$ cat config.mk
export PLATFORM = sky130hd
export DESIGN_NAME = la_capture_fsm
export DESIGN_NICKNAME = d
export VERILOG_FILES = /design/src/rtl/la_capture_pkg.sv /design/src/rtl/la_capture_regs.sv /design/src/rtl/la_capture_fsm.sv
export SDC_FILE = /design/constraint.sdc
export NUM_CORES = 1
export LEC_CHECK = 0
export ABC_AREA = 1
export CAP_MARGIN = 0
export CORE_MARGIN = 2
export CORE_UTILIZATION = 40
export CTS_CLUSTER_DIAMETER = 60
export DETAILED_ROUTE_END_ITERATION = 10
export HOLD_SLACK_MARGIN = 0.03
export PLACE_DENSITY = 0.7
export SLEW_MARGIN = 20
export SYNTH_ARGS = -nofsm -noshare
export SYNTH_HDL_FRONTEND = slang
export SYNTH_SLANG_ARGS = --single-unit
$ cat constraint.sdc
create_clock -name clk -period 3.85 [get_ports clk]
set_input_delay 0.77 -clock clk [delete_from_list [all_inputs] [get_ports clk]]
set_output_delay 0.77 -clock clk [all_outputs]
set_load 0.005 [all_outputs]
$ cat src/rtl/la_capture_pkg.sv
// Shared encodings for the logic analyzer capture controller: FSM states,
// trigger modes and register word offsets.
package la_capture_pkg;

    typedef enum logic [2:0] {
        IDLE             = 3'd0,
        MOVE_TO_POSITION = 3'd1,
        IN_POSITION      = 3'd2,
        CAPTURING        = 3'd3,
        CAPTURED         = 3'd4
    } state_t;

    // Encoding 3 is left undecoded so it falls back to single-shot behaviour.
    typedef enum logic [1:0] {
        SINGLE_SHOT = 2'd0,
        INCREMENTAL = 2'd1,
        IMMEDIATE   = 2'd2
    } trigger_mode_t;

    localparam logic [2:0] REG_STATE         = 3'd0;
    localparam logic [2:0] REG_TRIGGER_MODE  = 3'd1;
    localparam logic [2:0] REG_TRIGGER_LOC   = 3'd2;
    localparam logic [2:0] REG_REQUEST_START = 3'd3;
    localparam logic [2:0] REG_REQUEST_STOP  = 3'd4;
    localparam logic [2:0] REG_READ_POINTER  = 3'd5;
    localparam logic [2:0] REG_WRITE_POINTER = 3'd6;
    localparam logic [2:0] REG_CAPTURE_COUNT = 3'd7;

endpackage

$ cat src/rtl/la_capture_regs.sv
// Register-bus slice of the capture controller: decode, 1-cycle passthrough,
// trigger configuration registers and start/stop request pulses.
module la_capture_regs
    import la_capture_pkg::*;
#(
    parameter logic [15:0] BASE_ADDR = 16'd0,
    parameter int unsigned AW        = 10
) (
    input  logic          clk,
    input  logic          rst_n,
    input  logic [15:0]   addr_i,
    input  logic [15:0]   wdata_i,
    input  logic [15:0]   rdata_i,
    input  logic          rw_i,
    input  logic          valid_i,
    output logic [15:0]   addr_o,
    output logic [15:0]   wdata_o,
    output logic [15:0]   rdata_o,
    output logic          rw_o,
    output logic          valid_o,
    input  state_t        state,
    input  logic [AW-1:0] read_pointer,
    input  logic [AW-1:0] write_pointer,
    input  logic [15:0]   capture_count,
    output logic [1:0]    trigger_mode,
    output logic [AW-1:0] trigger_loc,
    output logic          start,
    output logic          stop
);

    logic [15:0] offset;
    logic        in_range;
    logic        wr;
    logic        rd;
    logic        cfg_open;
    logic [15:0] rd_word;

    // Unsigned wrap makes addresses below BASE_ADDR fall out of range too.
    assign offset   = addr_i - BASE_ADDR;
    assign in_range = offset < 16'd8;
    assign wr       = valid_i && rw_i && in_range;
    assign rd       = valid_i && !rw_i && in_range;
    assign cfg_open = (state == IDLE) || (state == CAPTURED);
    assign start    = wr && (offset[2:0] == REG_REQUEST_START) && wdata_i[0];
    assign stop     = wr && (offset[2:0] == REG_REQUEST_STOP) && wdata_i[0];

    always_comb begin
        rd_word = '0;
        case (offset[2:0])
            REG_STATE:         rd_word = 16'(state);
            REG_TRIGGER_MODE:  rd_word = 16'(trigger_mode);
            REG_TRIGGER_LOC:   rd_word = 16'(trigger_loc);
            REG_READ_POINTER:  rd_word = 16'(read_pointer);
            REG_WRITE_POINTER: rd_word = 16'(write_pointer);
            REG_CAPTURE_COUNT: rd_word = capture_count;
            default:           rd_word = '0;
        endcase
    end

    always_ff @(posedge clk or negedge rst_n) begin
        if (!rst_n) begin
            addr_o       <= '0;
            wdata_o      <= '0;
            rdata_o      <= '0;
            rw_o         <= 1'b0;
            valid_o      <= 1'b0;
            trigger_mode <= SINGLE_SHOT;
            trigger_loc  <= '0;
        end else begin
            addr_o  <= addr_i;
            wdata_o <= wdata_i;
            rdata_o <= rd ? rd_word : rdata_i;
            rw_o    <= rw_i;
            valid_o <= valid_i;
            if (wr && cfg_open && offset[2:0] == REG_TRIGGER_MODE)
                trigger_mode <= wdata_i[1:0];
            if (wr && cfg_open && offset[2:0] == REG_TRIGGER_LOC)
                trigger_loc <= wdata_i[AW-1:0];
        end
    end

endmodule

$ cat src/rtl/la_capture_fsm.sv
// Logic analyzer capture controller: drives sample-memory write strobe and
// circular pointer. Define LA_CAPTURE_FSM_TRIG_COUNT_EN for the +7 capture counter.
module la_capture_fsm
    import la_capture_pkg::*;
#(
    parameter logic [15:0]  BASE_ADDR    = 16'd0,
    parameter int unsigned  SAMPLE_DEPTH = 1024,
    localparam int unsigned AW           = $clog2(SAMPLE_DEPTH)
) (
    input  logic          clk,
    input  logic          rst_n,
    input  logic          trig,
    input  logic [15:0]   addr_i,
    input  logic [15:0]   wdata_i,
    input  logic [15:0]   rdata_i,
    input  logic          rw_i,
    input  logic          valid_i,
    output logic [15:0]   addr_o,
    output logic [15:0]   wdata_o,
    output logic [15:0]   rdata_o,
    output logic          rw_o,
    output logic          valid_o,
    output logic          write_enable_o,
    output logic [AW-1:0] write_pointer_o
);

    localparam logic [AW-1:0] PTR_ONE = AW'(1);

    state_t        state;
    state_t        state_next;
    logic          we;
    logic          we_next;
    logic [AW-1:0] wp;
    logic [AW-1:0] rp;
    logic [1:0]    trigger_mode;
    logic [AW-1:0] trigger_loc;
    logic          start;
    logic          stop;
    logic          start_ok;
    logic          incr;
    logic          immediate;
    logic          last_write;
    logic [15:0]   capture_count;

    la_capture_regs #(
        .BASE_ADDR (BASE_ADDR),
        .AW        (AW)
    ) u_regs (
        .clk           (clk),
        .rst_n         (rst_n),
        .addr_i        (addr_i),
        .wdata_i       (wdata_i),
        .rdata_i       (rdata_i),
        .rw_i          (rw_i),
        .valid_i       (valid_i),
        .addr_o        (addr_o),
        .wdata_o       (wdata_o),
        .rdata_o       (rdata_o),
        .rw_o          (rw_o),
        .valid_o       (valid_o),
        .state         (state),
        .read_pointer  (rp),
        .write_pointer (wp),
        .capture_count (capture_count),
        .trigger_mode  (trigger_mode),
        .trigger_loc   (trigger_loc),
        .start         (start),
        .stop          (stop)
    );

    assign incr       = trigger_mode == INCREMENTAL;
    assign immediate  = trigger_mode == IMMEDIATE;
    assign start_ok   = start && ((state == IDLE) || (state == CAPTURED));
    assign last_write = we && ((wp + PTR_ONE) == rp);

    always_comb begin
        state_next = state;
        we_next    = 1'b0;
        case (state)
            IDLE, CAPTURED: begin
                if (start_ok) begin
                    if (incr || immediate) begin
                        state_next = CAPTURING;
                        we_next    = !incr;
                    end else begin
                        state_next = (trigger_loc == '0) ? IN_POSITION : MOVE_TO_POSITION;
                        we_next    = 1'b1;
                    end
                end
            end
            // wp restarts at 0 on start, so it doubles as the pre-trigger count.
            MOVE_TO_POSITION: begin
                we_next = 1'b1;
                if (wp == trigger_loc - PTR_ONE)
                    state_next = IN_POSITION;
            end
            IN_POSITION: begin
                we_next = 1'b1;
                if (trig) begin
                    if ((wp + PTR_ONE) == rp) begin
                        state_next = CAPTURED;
                        we_next    = 1'b0;
                    end else begin
                        state_next = CAPTURING;
                    end
                end
            end
            CAPTURING: begin
                if (last_write)
                    state_next = CAPTURED;
                else
                    we_next = incr ? trig : 1'b1;
            end
            default: state_next = IDLE;
        endcase
        if (stop) begin
            state_next = IDLE;
            we_next    = 1'b0;
        end
    end

    always_ff @(posedge clk or negedge rst_n) begin
        if (!rst_n) begin
            state <= IDLE;
            we    <= 1'b0;
        end else begin
            state <= state_next;
            we    <= we_next;
        end
    end

    // The trigger-cycle sample is not pre-trigger history, so rp holds on it.
    always_ff @(posedge clk or negedge rst_n) begin
        if (!rst_n) begin
            wp <= '0;
            rp <= '0;
        end else if (start_ok && !stop) begin
            wp <= '0;
            rp <= '0;
        end else begin
            if (we)
                wp <= wp + PTR_ONE;
            if (state == IN_POSITION && !trig)
                rp <= rp + PTR_ONE;
        end
    end

`ifdef LA_CAPTURE_FSM_TRIG_COUNT_EN
    always_ff @(posedge clk or negedge rst_n) begin
        if (!rst_n)
            capture_count <= '0;
        else if (state_next == CAPTURED && state != CAPTURED)
            capture_count <= capture_count + 16'd1;
    end
`else
    assign capture_count = '0;
`endif

    assign write_enable_o  = we;
    assign write_pointer_o = wp;

endmodule
==> out/metrics.yaml <==
dpl.hpwl_um: 9400
slowest_stage: "dfrtp_1"
h-tree-depth: 3
wirelength_um: 12200
hold_slack_ps: 432
drv_cap: 0
drc_errors: 0
first_pass_iters: 5
clkSinkCount: 86
ios: 114
slew_headroom_pct: 51.6
utilization_pct: 54.6
cts_resized: 0
grt-busiest-layer: "met2"
postCtsSetupRepairBufs: 0
cts_tree: "built"
crit_path_max_fanout: 21
areaGrowthSynthToFinish_pct: 34.5
clock_latency_ps: 360
syn_area_mm2: 0.00437
layout.cells.non_filler: 808
required_ps: 3080
core_area_mm2: 0.0107
viasPerCell: 4.99
clock-root-buffer: "clkbuf_8"
slew_viol_final: 0
ys_seq_area_share_pct: 49.3
ys_warn_count: 0
die_h_um: 108
antenna_found_initial: 0
cp_top_family: "flip-flops"
cpPeakStageDelay_ps: 800
place_inst: 792
numPortBuffers: 113
grt_pass1_wl_um: 19800
grt_max_degree: 82
start_kind: "flop"
status: "complete, no violations"
ys_async_sr_fraction_pct: 100
ant_nets: 0
cts.clk_slew.worst_paths_ps: 100
setup_violations: 0
start_util_pct: 40.6
worst_pin_slew_ps: 725
pre_cts_ws_ps: 1020
worst-path-buf-inv: 1
synth_cell_types: 39
synth_flop_cell: "dfrtp_1"
arrival_ps: 1820
post-route-period-util_pct: 67.1
hp-class: "input pin to asynchronous set/reset pin"
mappedNetlistNets: 606
vdd_drop_max_mv: 0.204
avgSynthCellArea_um2: 7.97
use_met2_pct: 35.2
gp_congestion: 0.947
timing.final.crit_period_ps: 2590
via_count: 4030
wl_per_cell_um: 15.1
cts_buffer_depth: 2
fp.dieArea_mm2: 0.0118
rsz0062_at_grt: "false"
hold_viol: 0
grt.met3_usage_pct: 5.12
synthCells: 548
worst_setup_path_end_kind: "primary output"
synth_edf_count: 0
numCtsBuffers: 9
floorplan.rows: 38
grt_pass1_vias: 3913
max_freq_mhz: 387
ys_seq_elements: 86
use_met1_pct: 28.8
fin_nets: 721
worst_slack_ps: 1260
fp.dieW_um: 108
num_antenna_cells: 0
grt.overflow.total: 0
drt_iter0_markers: 243
final.setup.tns_ps: 0
path_cells: "clkdlybuf4s50_1"
cts_hold_buf: 0
cellPowerDensity_mw_per_mm2: 529
track_usage_pct: 21.8
final.setup_skew_ps: 12.2
drive_gt1_share_pct: 6.29
setup.worst_path.class: "flop to primary output"
power.leakage_nw: 2.87
cell usage after synthesis, types with 2 or more instances:
master / n / area, um2
dfrtp_1: 86 / 2150
buf_4: 3 / 22.5
nand2_1: 149 / 559
nor3b_1: 2 / 15.0
nor3_1: 8 / 40.0
nand3_1: 45 / 225
nand2_2: 4 / 25.0
ha_1: 5 / 62.6
clkinv_1: 2 / 7.51
a211oi_1: 7 / 52.6
o21ai_0: 23 / 115
nand3_2: 2 / 20.0
inv_1: 73 / 274
xnor2_1: 3 / 26.3
a21oi_1: 19 / 95.1
buf_2: 3 / 15.0
a311oi_1: 2 / 17.5
nor2_1: 60 / 225
clkbuf_1: 4 / 15.0
o22ai_1: 11 / 68.8
nand4_1: 8 / 50.1
mux2_2: 2 / 22.5
mux2_4: 6 / 90.1
nor4_1: 2 / 12.5
inv_2: 3 / 11.3
nor2_2: 3 / 18.8
flip-flops by register name, indices dropped and copies added, names as in the netlist, 2 cells and up:
register             count
u_regs.addr_o           16
rp                      10
u_regs.rdata_o          16
write_pointer_o         10
u_regs.trigger_mode      2
state                    3
u_regs.wdata_o          16
u_regs.trigger_loc      10
metrics by stage:
step / total power [mW] / instance area, um2
after floorplan: 1.88 / 4370
after global placement: 2.30 / 5620
after detailed placement: 2.32 / 5620
after CTS: 3.11 / 5870
after global routing: 3.31 / 5870
final: 3.10 / 5870
cells by family (layout without fill, tap and decap cells):
family	after synthesis	in the layout	share of synthesized area (%)
AND/OR/NAND/NOR	289	289	28.9
adder cells (fa/ha/maj)	5	5	1.43
multiplexers	8	8	2.58
buffers and inverters	89	209	8.17
flip-flops	86	86	49.3
XOR/XNOR	4	4	0.803
AO/OA/AOI/OAI	67	67	8.80
power breakdown:
group	switching, mW	internal, mW
Combinational	0.590	0.470
Clock	0.334	0.450
Sequential	0.238	1.02
final cells by class:
class / instances / area, um2
Fill cell: 1037 / 4870
Clock buffer: 11 / 141
Multi-Input combinational cell: 373 / 1860
Clock inverter: 5 / 106
Sequential cell: 86 / 2150
Inverter: 78 / 293
Timing Repair Buffer: 115 / 1150
Tap cell: 140 / 175
per-layer routing:
layer  routed length (um)  share of wire, %  vias to the layer above
met4                  223               1.8                        0
met5                    0                 0                        -
met3                  952               7.8                       18
met1                 5540                45                     1856
li1                     -                 -                     1996
met2                 5480                45                      160
worst paths after layout:
| path | start | endpoint | slack (ps) | cells past startpoint |
|---|---|---|---|---|
| setup reg to reg | write_pointer_o[0]$_DFFE_PN0P_ | state[2]$_DFFE_PN0P_ | 1360 | 14 |
| hold reg to reg | u_regs.trigger_loc[1]$_DFFE_PN0P_ | u_regs.trigger_loc[1]$_DFFE_PN0P_ | 520 | 2 |
| max in group asynchronous | rst_n | write_pointer_o[0]$_DFFE_PN0P_ | 2800 | 2 |
| hold / removal | rst_n | u_regs.wdata_o[7]$_DFF_PN0_ | 430 | 1 |
| min in group clk | u_regs.trigger_loc[1]$_DFFE_PN0P_ | u_regs.trigger_loc[1]$_DFFE_PN0P_ | 520 | 2 |
| setup / recovery | write_enable_o$_DFF_PN0_ | write_enable_o | 1260 | 1 |
cell usage in the layout (no fill, tap or decap), drive strengths merged, types with 8 or more instances in the layout:
cell type      instances
clkbuf                11
o21ai                 24
nor2                  64
nor3                  10
nand3                 47
a21oi                 19
inv                   76
o22ai                 11
clkdlybuf4s50        112
dfrtp                 86
mux2                   8
nand2                153
nand4                  8
Power figures use the tool's default switching activity.
